===== src/rtl/mvu_agu.sv =====
// Address generation unit for one MVU memory stream: walks a 3-deep nested loop
// of signed strides from a latched job configuration, one address per granted cycle.
module mvu_agu #(
  parameter int BADDR   = 15,
  parameter int BSTRIDE = 15,
  parameter int BLENGTH = 15,
  parameter int BCNTDWN = 29
) (
  input  logic               clk,
  input  logic               rst,
  input  logic               start,
  input  logic [BADDR-1:0]   baseaddr,
  input  logic [BSTRIDE-1:0] stride_0,
  input  logic [BSTRIDE-1:0] stride_1,
  input  logic [BSTRIDE-1:0] stride_2,
  input  logic [BLENGTH-1:0] length_0,
  input  logic [BLENGTH-1:0] length_1,
  input  logic [BLENGTH-1:0] length_2,
  input  logic [BCNTDWN-1:0] countdown,
  output logic               addr_en,
  input  logic               addr_grnt,
  output logic [BADDR-1:0]   addr_out,
  output logic [2:0]         loop_end,
  output logic               busy,
  output logic               done
);

  typedef enum logic [1:0] {IDLE, RUN, DONE} state_t;

  localparam logic [BCNTDWN-1:0] CNT_ONE = 1;
  localparam logic [BLENGTH-1:0] LEN_ONE = 1;

  state_t state, state_next;

  logic [BADDR-1:0]   base_q, addr_q;
  logic [BSTRIDE-1:0] s0_q, s1_q, s2_q;
  logic [BLENGTH-1:0] l0_q, l1_q, l2_q;
  logic [BLENGTH-1:0] i0, i1, i2;
  logic [BCNTDWN-1:0] count_q;
  logic               xfer, last0, last1, last2;

  // Strides may be wider or narrower than the address; both cases reduce mod 2^BADDR.
  function automatic logic [BADDR-1:0] sext(input logic [BSTRIDE-1:0] s);
    return BADDR'({{BADDR{s[BSTRIDE-1]}}, s});
  endfunction

  assign xfer  = (state == RUN) && addr_grnt;
  assign last0 = (i0 == l0_q);
  assign last1 = last0 && (i1 == l1_q);
  assign last2 = last1 && (i2 == l2_q);

  always_ff @(posedge clk) begin
    if (rst) state <= IDLE;
    else     state <= state_next;
  end

  always_comb begin
    state_next = state;
    case (state)
      IDLE: if (start) state_next = (countdown == '0) ? DONE : RUN;
      RUN:  if (xfer && count_q == CNT_ONE) state_next = DONE;
      DONE: state_next = IDLE;
      default: state_next = IDLE;
    endcase
  end

  always_ff @(posedge clk) begin
    if (rst) begin
      base_q  <= '0;
      addr_q  <= '0;
      s0_q    <= '0;
      s1_q    <= '0;
      s2_q    <= '0;
      l0_q    <= '0;
      l1_q    <= '0;
      l2_q    <= '0;
      i0      <= '0;
      i1      <= '0;
      i2      <= '0;
      count_q <= '0;
    end else if (state == IDLE && start) begin
      base_q  <= baseaddr;
      addr_q  <= baseaddr;
      s0_q    <= stride_0;
      s1_q    <= stride_1;
      s2_q    <= stride_2;
      l0_q    <= length_0;
      l1_q    <= length_1;
      l2_q    <= length_2;
      i0      <= '0;
      i1      <= '0;
      i2      <= '0;
      count_q <= countdown;
    end else if (xfer && count_q != CNT_ONE) begin
      count_q <= count_q - CNT_ONE;
      // Innermost level that still has iterations left advances; all below it wrap.
      if (!last0) begin
        i0     <= i0 + LEN_ONE;
        addr_q <= addr_q + sext(s0_q);
      end else if (!last1) begin
        i0     <= '0;
        i1     <= i1 + LEN_ONE;
        addr_q <= addr_q + sext(s1_q);
      end else if (!last2) begin
        i0     <= '0;
        i1     <= '0;
        i2     <= i2 + LEN_ONE;
        addr_q <= addr_q + sext(s2_q);
      end else begin
        i0     <= '0;
        i1     <= '0;
        i2     <= '0;
        addr_q <= base_q;
      end
    end
  end

  assign addr_en  = (state == RUN);
  assign busy     = (state == RUN);
  assign done     = (state == DONE);
  assign addr_out = addr_q;
  assign loop_end = addr_en ? {last2, last1, last0} : 3'b000;

endmodule


===== config.mk =====
export PLATFORM = sky130hd
export DESIGN_NAME = mvu_agu
export DESIGN_NICKNAME = d
export VERILOG_FILES = /design/src/rtl/mvu_agu.sv
export SDC_FILE = /design/constraint.sdc
export NUM_CORES = 1
export LEC_CHECK = 0
export CAP_MARGIN = 15
export CORE_MARGIN = 1
export CORE_UTILIZATION = 25
export CTS_BUF_LIST = sky130_fd_sc_hd__clkbuf_8
export DETAILED_ROUTE_END_ITERATION = 10
export GPL_TIMING_DRIVEN = 0
export HOLD_SLACK_MARGIN = 0.03
export PLACE_DENSITY = 0.46
export SLEW_MARGIN = 30
export SYNTH_ARGS = -nofsm -noshare
export SYNTH_HDL_FRONTEND = slang
export SYNTH_SLANG_ARGS = --single-unit
export TNS_END_PERCENT = 5

===== constraint.sdc =====
create_clock -name clk -period 7.75 [get_ports clk]
set_input_delay 0.775 -clock clk [delete_from_list [all_inputs] [get_ports clk]]
set_output_delay 0.775 -clock clk [all_outputs]
set_load 0.1 [all_outputs]

==> results.toml, run 1 <==
[grt]
first_global_vias = 10100
grt-ovfl-total = 0
use_met1 = 0.249
top_usage_layer = "met2"
grt_max_degree = 19
grt_use_met2 = 0.294
grt_pass1_wl_um = 60500
grt_use_total = 0.185
antenna_found_initial = 0
met3_usage = 0.0379

[critical_path]
end_kind = "output pin"
cp-startpoint = "i0[1]"
critPathSlowestCell = "clkdlybuf4s50_1"
slowest_delay_ns = 1.18
critPathKind = "reg -> out"
arrival_ns = 4.18
cp.buffers_inverters = 2
cpLargestDelayFamily = "buffers and inverters"
start_kind = "register"
worstPathMaxFanout = 10
required_ns = 6.97
path_cells = "xnor2_1 > nand4_1 > nor4_1 > and2_1 > clkbuf_1 > nand3_1 > nor3_1 > clkdlybuf4s50_1"
r2r-start = "i0[1]"

[clock_tree]
cts_root_buffer = "clkbuf_8"
cts.path.max_buffers = 2
ctsHoldBuffers = 0
cts_tree = "done"
clk_latency_ns = 0.51
cts_sinks = 196
cts_htree_levels = 4
post-cts-setup-buffer-count = 0
clkTransAtPathRegs_ns = 0.11
cts_resized = 0
numCtsBuffers = 17

[placed_design]
place.gp.congestion = 0.885
port-buffer-count = 158
hpwl_um = 31300

[layout]
fill_cells = 4514
area_growth_pct = 25.0
antenna_cells = 0
num-nets-final = 1740
final_layout_size_suffix_gt1_frac = 0.0352
largest_reg_flops = 29
largest_register = "count_q"
post-route-util = 0.316

[power_and_ir_drop]
p_leak_nw = 4.99
ir_drop_uv = 116
power.total_mw = 2.56
power-per-cell-area_nw_per_um2 = 193

[sta]
fin_crit_ns = 4.95
hold_viol = 0
tns_ns = 0
slew_violations = 0
post-route-period-util = 0.639
rsz0062_at_grt = "false"
fmax_mhz = 202
holdWs_ns = 0.456
relSlewSlack = 0.336
skew_ns = 0.0275
setup_viol = 0
tightest_slew_ns = 0.993

[floorplanning]
initial_utilization = 0.253
boundaryPins = 159
core.rowCount = 75
chipHeight_um = 208
coreArea_sq_um = 41900
die_w_um = 208
die_area_sq_um = 43300

[detailed_routing]
vias = 10500
drc = 0
routed_wl_um = 40200
drt_first_pass_iters = 5
antenna_left = 0
drtIter0Drc = 805
via_per_inst = 4.99
routedWlPerCell_um = 19.1

[logic_synthesis]
synth_cell_type_count = 64
synth_edf_count = 0
synthCells = 1375
yosysSeqAreaShare = 0.370
netlist.area_leader.share = 0.370
ys_top_cells_by_area = "dfxtp_1 (37%), nand2_1 (9.3%), a21oi_1 (8.7%), ha_1 (5.5%), xor2_1 (4.8%)"
synth_area_sq_um = 10600
yosysMostFrequentCell = "nand2_1"
synth-main-ff-cell = "dfxtp_1"
ys_warn_count = 0
synthArstFlopShare = 0
ys_ff_latch = 196
yosysTopAreaCell = "dfxtp_1"
synth_fp_nets = 1563
synthTopCellsByCount = "nand2_1 (264), dfxtp_1 (196), a21oi_1 (185), nor2_1 (132), xor2_1 (58)"
synth_area_per_cell_sq_um = 7.72

[status]
status = "completed"

[hold_path]
hold_path.class = "reg -> reg"
min-delay-start = "base_q[3]"

[run]
cap_viol_max_count = 0
[where the power goes]
group	internal, mW	switching (mW)	leakage, nW
clock network	0.283	0.418	0.206
registers	1.07	0.0713	1.60
logic	0.257	0.463	3.18
[per-stage QoR]
stage	worst slack [ns]	instance area (sq um)	std cells
finish	2.80	13300	2103
global route	2.47	13300	2103
CTS	2.71	13300	2103
detailed placement	3.29	12900	2072
global placement	3.32	12900	2072
floorplan	3.40	10600	1375
[worst paths after layout]
| path | to | slack, ns | cells after the start |
|---|---|---|---|
| setup / recovery | loop_end[2] | 2.80 | 8 |
| hold / removal | base_q[3] | 0.46 | 2 |
| setup reg to reg | i2[10] | 4.09 | 9 |
| hold reg to reg | base_q[3] | 0.46 | 2 |
[cells in the final DEF (no fill, tap or decap), drive strengths merged, types with 7 or more instances in the layout]
cell type / n
nand4: 25
dfxtp: 196
nand2: 264
a211oi: 15
o311ai: 8
nor2: 132
xnor2: 54
o211ai: 10
and3: 16
a31oi: 17
xor2: 58
a21o: 11
nor3: 28
inv: 28
clkbuf: 75
and2: 7
a21oi: 185
clkdlybuf4s50: 157
buf: 18
nor4: 19
nor3b: 7
nand3: 18
ha: 47
or3: 16
o21ai: 55
nand2b: 13
[cell type report]
| class | count | area, sq um | share of cell area |
|---|---|---|---|
| Sequential cell | 196 | 3920 | 0.296 |
| Buffer | 73 | 313 | 0.0236 |
| Timing Repair Buffer | 158 | 1580 | 0.119 |
| Multi-Input combinational cell | 1084 | 6300 | 0.475 |
| Clock inverter | 12 | 138 | 0.0104 |
| Clock buffer | 19 | 262 | 0.0197 |
| Tap cell | 539 | 674 | 0.0508 |
| Inverter | 22 | 82.6 | 0.00622 |
[tightest hold or removal path, delay by kind of cell, from the launching register on]
family	cells	cell delay (ns)
flops	1	0.32
simple gates	1	0.05
compound gates	1	0.05
[cells by family (layout without fill, tap and decap cells)]
logic type / after synthesis / count (layout) / share of synthesized area
simple gates: 564 / 564 / 0.238
compound gates: 352 / 352 / 0.196
flops: 196 / 196 / 0.370
xor+xnor: 112 / 112 / 0.0924
buf+inv: 95 / 284 / 0.0369
fa+ha+maj: 50 / 50 / 0.0611
mux: 6 / 6 / 0.00578
[routing by layer]
| layer | vias to the layer above | share of wire |
|---|---|---|
| met1 | 4942 | 0.47 |
| met3 | 46 | 0.058 |
| met5 | - | 0 |
| met2 | 319 | 0.44 |
| met4 | 0 | 0.024 |
| li1 | 5186 | - |
No activity file was read; power rests on OpenSTA's default activity.
==> run 2: changes to the inputs <==
==> constraint.sdc (replaced) <==
create_clock -name clk -period 4.6 [get_ports clk]
set_input_delay 0.46 -clock clk [delete_from_list [all_inputs] [get_ports clk]]
set_output_delay 0.46 -clock clk [all_outputs]
set_load 0.1 [all_outputs]
==> run 2 against run 1 <==
  * Register-to-register slack got worse by 3.1 ns
  * Routed wire length hardly changed
  * Sequential cell count stayed put
  * Worst setup slack worse by 2.4 ns
  * Final cell count stayed put
  * Total power grew 68%
  * Clock skew decreased by 0.0030 ns
  * Via count about the same
  * Clock power up 68%
  * Die area unchanged
  * Count of clock-buffer cells in the layout unchanged
==> results.toml, run 2 (synthesis gave the netlist of run 1 again) <==
[run]
cap_viol_max_count = 0

[detailed_routing]
via_per_inst = 4.99
drtIter0Drc = 805
drt_first_pass_iters = 6
vias = 10500
routed_wl_um = 40200
routedWlPerCell_um = 19.1
drc = 0
antenna_left = 0

[status]
status = "completed"

[grt]
grt_max_degree = 19
grt_use_total = 0.185
grt_pass1_wl_um = 60500
first_global_vias = 10100
grt-ovfl-total = 0
antenna_found_initial = 0

[clock_tree]
clk_latency_ns = 0.51
cts_sinks = 196
cts_root_buffer = "clkbuf_8"
clkTransAtPathRegs_ns = 0.11
numCtsBuffers = 17
cts_htree_levels = 4
cts_tree = "done"
post-cts-setup-buffer-count = 0
cts.path.max_buffers = 2

[sta]
fmax_mhz = 237
tns_ns = 0
skew_ns = 0.0245
rsz0062_at_grt = "false"
relSlewSlack = 0.343
hold_viol = 0
slew_violations = 0
holdWs_ns = 0.456
post-route-period-util = 0.917
fin_crit_ns = 4.22
setup_viol = 0
tightest_slew_ns = 0.982

[critical_path]
worstPathMaxFanout = 10
required_ns = 4.14
r2r-start = "i0[1]"
end_kind = "output pin"
worst-r2r-cell-count = 9
start_kind = "register"
r2r-end = "i2[10]"
critPathKind = "reg -> out"
worst-r2r-setup-slack_ns = 0.95
arrival_ns = 3.76

[power_and_ir_drop]
swShare = 0.371
ir_drop_uv = 196
p_comb_frac = 0.281
seqPwrFrac = 0.445
p_leak_nw = 5.00
power-per-cell-area_nw_per_um2 = 325
intPower_mw = 2.71
power_frac_clock = 0.274
netSwitchingPower_mw = 1.60

[placed_design]
hpwl_um = 31300
port-buffer-count = 158
place.gp.congestion = 0.885
placed_cells = 2072

[hold_path]
min-delay-start = "base_q[3]"
min_to = "base_q[3]"
hold_path.class = "reg -> reg"
worstHoldPathCells = 2

[layout]
antenna_cells = 0
final_cell_mix = "nand2_1 (264), dfxtp_1 (196), a21oi_1 (185)"
post-route-util = 0.316
final_layout_size_suffix_gt1_frac = 0.0358
num-nets-final = 1740
fill_cells = 4515
layout_commonest_cell = "nand2_1"
largest_reg_flops = 29
area_growth_pct = 25.0
fin_cells = 2103
largest_register = "count_q"

[floorplanning]
boundaryPins = 159
die_area_sq_um = 43300
core.rowCount = 75
coreArea_sq_um = 41900
chipHeight_um = 208
die_w_um = 208
initial_utilization = 0.253
-- run 2: cell types whose count changed in the layout (fill, tap and decap cells not counted), sizes merged --
cell,previous run,this run
dlygate4sd2,0,1
clkbuf,75,76
clkdlybuf4s50,157,155
-- run 2: how the worst max path moves through the flow --
stage,from,end,slack (ns)
final,i0[1],loop_end[1],0.38
after floorplan,i2[2],loop_end[2],0.57
after detailed placement,i0[1],loop_end[2],0.46
after CTS,l0_q[14],loop_end[2],0.17
after global placement,l0_q[14],loop_end[2],0.49
after global routing,l0_q[14],loop_end[1],0.12
-- run 2: stage by stage --
step	power (mW)	area [sq um]	setup slack (ns)
2_1_floorplan	2.66	10600	0.570
3_3_place_gp	3.16	12900	0.487
3_5_place_dp	3.16	12900	0.457
4_1_cts	4.35	13300	0.172
5_1_grt	4.52	13300	0.118
6_report	4.31	13300	0.383
-- run 2: power by group through the flow --
| stage | combinational, mW | clock, mW | sequential (mW) |
|---|---|---|---|
| after detailed placement | 1.20 | 0 | 1.96 |
| final | 1.21 | 1.18 | 1.92 |
| after global placement | 1.20 | 0 | 1.96 |
| after floorplan | 0.656 | 0 | 2.01 |
| after CTS | 1.21 | 1.22 | 1.92 |
| after global routing | 1.31 | 1.27 | 1.93 |
-- run 2: per-layer routing --
layer | up-vias | share of wire | global-route usage
met2 | 319 | 0.44 | 0.294
met1 | 4945 | 0.47 | 0.249
met4 | 0 | 0.025 | 0.0618
met5 | - | 0 | 0
met3 | 46 | 0.060 | 0.0379
li1 | 5187 | - | -
-- run 2: cell type report --
| cell class | count | area (sq um) | area share |
|---|---|---|---|
| Clock inverter | 12 | 138 | 0.0104 |
| Multi-Input combinational cell | 1084 | 6300 | 0.475 |
| Tap cell | 539 | 674 | 0.0508 |
| Clock buffer | 19 | 262 | 0.0197 |
| Sequential cell | 196 | 3920 | 0.296 |
| Timing Repair Buffer | 158 | 1570 | 0.118 |
| Buffer | 73 | 313 | 0.0236 |
| Inverter | 22 | 82.6 | 0.00622 |
-- run 2: worst max-delay path: stages (launching register included) --
cell and delay [ns]:
dfxtp_1 0.42, xnor2_1 0.14, nand4_1 0.10, nor4_1 0.26, and2_1 0.19, clkbuf_1 0.50, nand3_1 0.54, nor2_1 0.20
dlygate4sd2_1 0.89
-- run 2: timing repair --
item | 4_1_cts | 5_1_grt
resized for setup | 2 | 3
cloned | 0 | 0
endpoints found under the setup margin | 2 | 1
hold buffers | 0 | 0
==> run 3: changes to the inputs <==
--- a/config.mk
+++ b/config.mk
@@ -10,7 +10,6 @@
 export CORE_UTILIZATION = 25
 export CTS_BUF_LIST = sky130_fd_sc_hd__clkbuf_8
 export DETAILED_ROUTE_END_ITERATION = 10
-export GPL_TIMING_DRIVEN = 0
 export HOLD_SLACK_MARGIN = 0.03
 export PLACE_DENSITY = 0.46
 export SLEW_MARGIN = 30
==> run 3 against run 2 <==
  * Count of clock-buffer cells in the layout up 1
  * Largest power group unchanged
  * Worst hold slack worse by 0.0030 ns
  * Via count is 4.8% lower
==> results.toml, run 3 (synthesis gave the netlist of run 1 again) <==
[critical_path]
end_kind = "output pin"
r2r-end = "addr_out[11]"
cpLargestDelayFamily = "simple AND/OR/NAND/NOR gates"
cp.buffers_inverters = 1
start_kind = "register"
worstPathMaxFanout = 11
slowest_delay_ns = 0.60
worst-r2r-cell-count = 9
arrival_ns = 3.00
worst-r2r-setup-slack_ns = 1.23
path_cells = "xor2_1 > nor4_1 > nand4_1 > nor3_1 > buf_4"
r2r-start = "count_q[12]"
critPathKind = "reg -> out"
required_ns = 4.14
critPathSlowestCell = "nand4_1"

[power_and_ir_drop]
power-per-cell-area_nw_per_um2 = 323
intPower_mw = 2.70
p_comb_frac = 0.272
netSwitchingPower_mw = 1.53
p_leak_nw = 4.95
ir_drop_uv = 168
swShare = 0.362
power.total_mw = 4.23
power_frac_clock = 0.275
seqPwrFrac = 0.453

[grt]
antenna_found_initial = 0
grt-ovfl-total = 0
grt_max_degree = 96
first_global_vias = 9571
grt_pass1_wl_um = 56200
grt_use_total = 0.169

[placed_design]
placed_cells = 2014
place.gp.congestion = 0.843
port-buffer-count = 158
hpwl_um = 26900
dpl-instance-area_sq_um = 12700
dp_slack_ns = 1.24

[floorplanning]
core.rowCount = 75
boundaryPins = 159
initial_utilization = 0.253
die_w_um = 208
die_area_sq_um = 43300
chipHeight_um = 208
coreArea_sq_um = 41900

[sta]
setup_viol = 0
tightest_slew_ns = 1.00
fin_crit_ns = 3.46
slew_violations = 0
setup_slack_ns = 1.14
skew_ns = 0.0267
post-route-period-util = 0.752
fmax_mhz = 289
tns_ns = 0
holdWs_ns = 0.453
rsz0062_at_grt = "false"
hold_viol = 0
relSlewSlack = 0.328

[clock_tree]
cts.path.max_buffers = 2
cts_tree = "done"
clk_latency_ns = 0.51
ctsHoldBuffers = 0
cts_sinks = 196
cts_root_buffer = "clkbuf_8"
cts_htree_levels = 4
post-cts-setup-buffer-count = 0
clkTransAtPathRegs_ns = 0.11
cts_resized = 0
numCtsBuffers = 17

[layout]
fin_cells = 2046
layout_commonest_cell = "nand2_1"
largest_register = "count_q"
final_cell_mix = "nand2_1 (263), dfxtp_1 (196), a21oi_1 (185)"
post-route-util = 0.312
area_growth_pct = 23.3
final_layout_size_suffix_gt1_frac = 0.0431
largest_reg_flops = 29
design_area_sq_um = 13100
antenna_cells = 0
num-nets-final = 1682

[detailed_routing]
routed_wl_um = 36500
antenna_left = 0
routedWlPerCell_um = 17.9
via_per_inst = 4.89
vias = 9996
drtIter0Drc = 680
drt_first_pass_iters = 5
drc = 0

[hold_path]
hold_path.class = "in -> reg"
min_to = "count_q[10]"
worstHoldPathCells = 2
min-delay-start = "rst"

[status]
status = "completed"

[run]
cap_viol_max_count = 0
[run 3: layout make-up]
cell class	count	area, sq um
clock buffers	20	275
fillers	4482	28900
flip-flops and latches	196	3920
repair buffers	173	1680
well taps	539	674
inverters	22	82.6
multi-input cells	1084	6330
clock inverters	12	121
[run 3: how the worst max path moves through the flow]
| stage | from | to | slack (ns) | depth (start not counted) |
|---|---|---|---|---|
| CTS | i2[2] | loop_end[2] | 1.08 | 5 |
| global placement | count_q[12] | addr_out[11] | 1.37 | 9 |
| finish | i2[2] | loop_end[2] | 1.14 | 5 |
| floorplan | i2[2] | loop_end[2] | 0.57 | 7 |
| global route | i2[9] | loop_end[2] | 0.99 | 5 |
| detailed placement | count_q[12] | addr_out[11] | 1.24 | 9 |
[run 3: power by group through the flow]
stage               Clock, mW  Sequential, mW  Combinational, mW
finish                   1.16            1.92               1.15
global route             1.28            1.93               1.26
CTS                      1.21            1.92               1.16
detailed placement          0            1.96               1.15
global placement            0            1.96               1.15
floorplan                   0            2.01              0.656
[run 3: worst register-to-register path: cells and delay by family, from the launching register on]
family | cells | cell delay (ns)
AOI/OAI and AO/OA | 3 | 0.53
buffers and inverters | 1 | 0.28
DFF | 1 | 0.36
and+or+nand+nor | 5 | 2.05
[run 3: layer usage]
metal	part of all wire	wire (um)	global-route usage
met5	0	0	0
met1	0.49	17900	0.231
met3	0.041	1510	0.0317
met2	0.45	16600	0.273
met4	0.015	558	0.0411
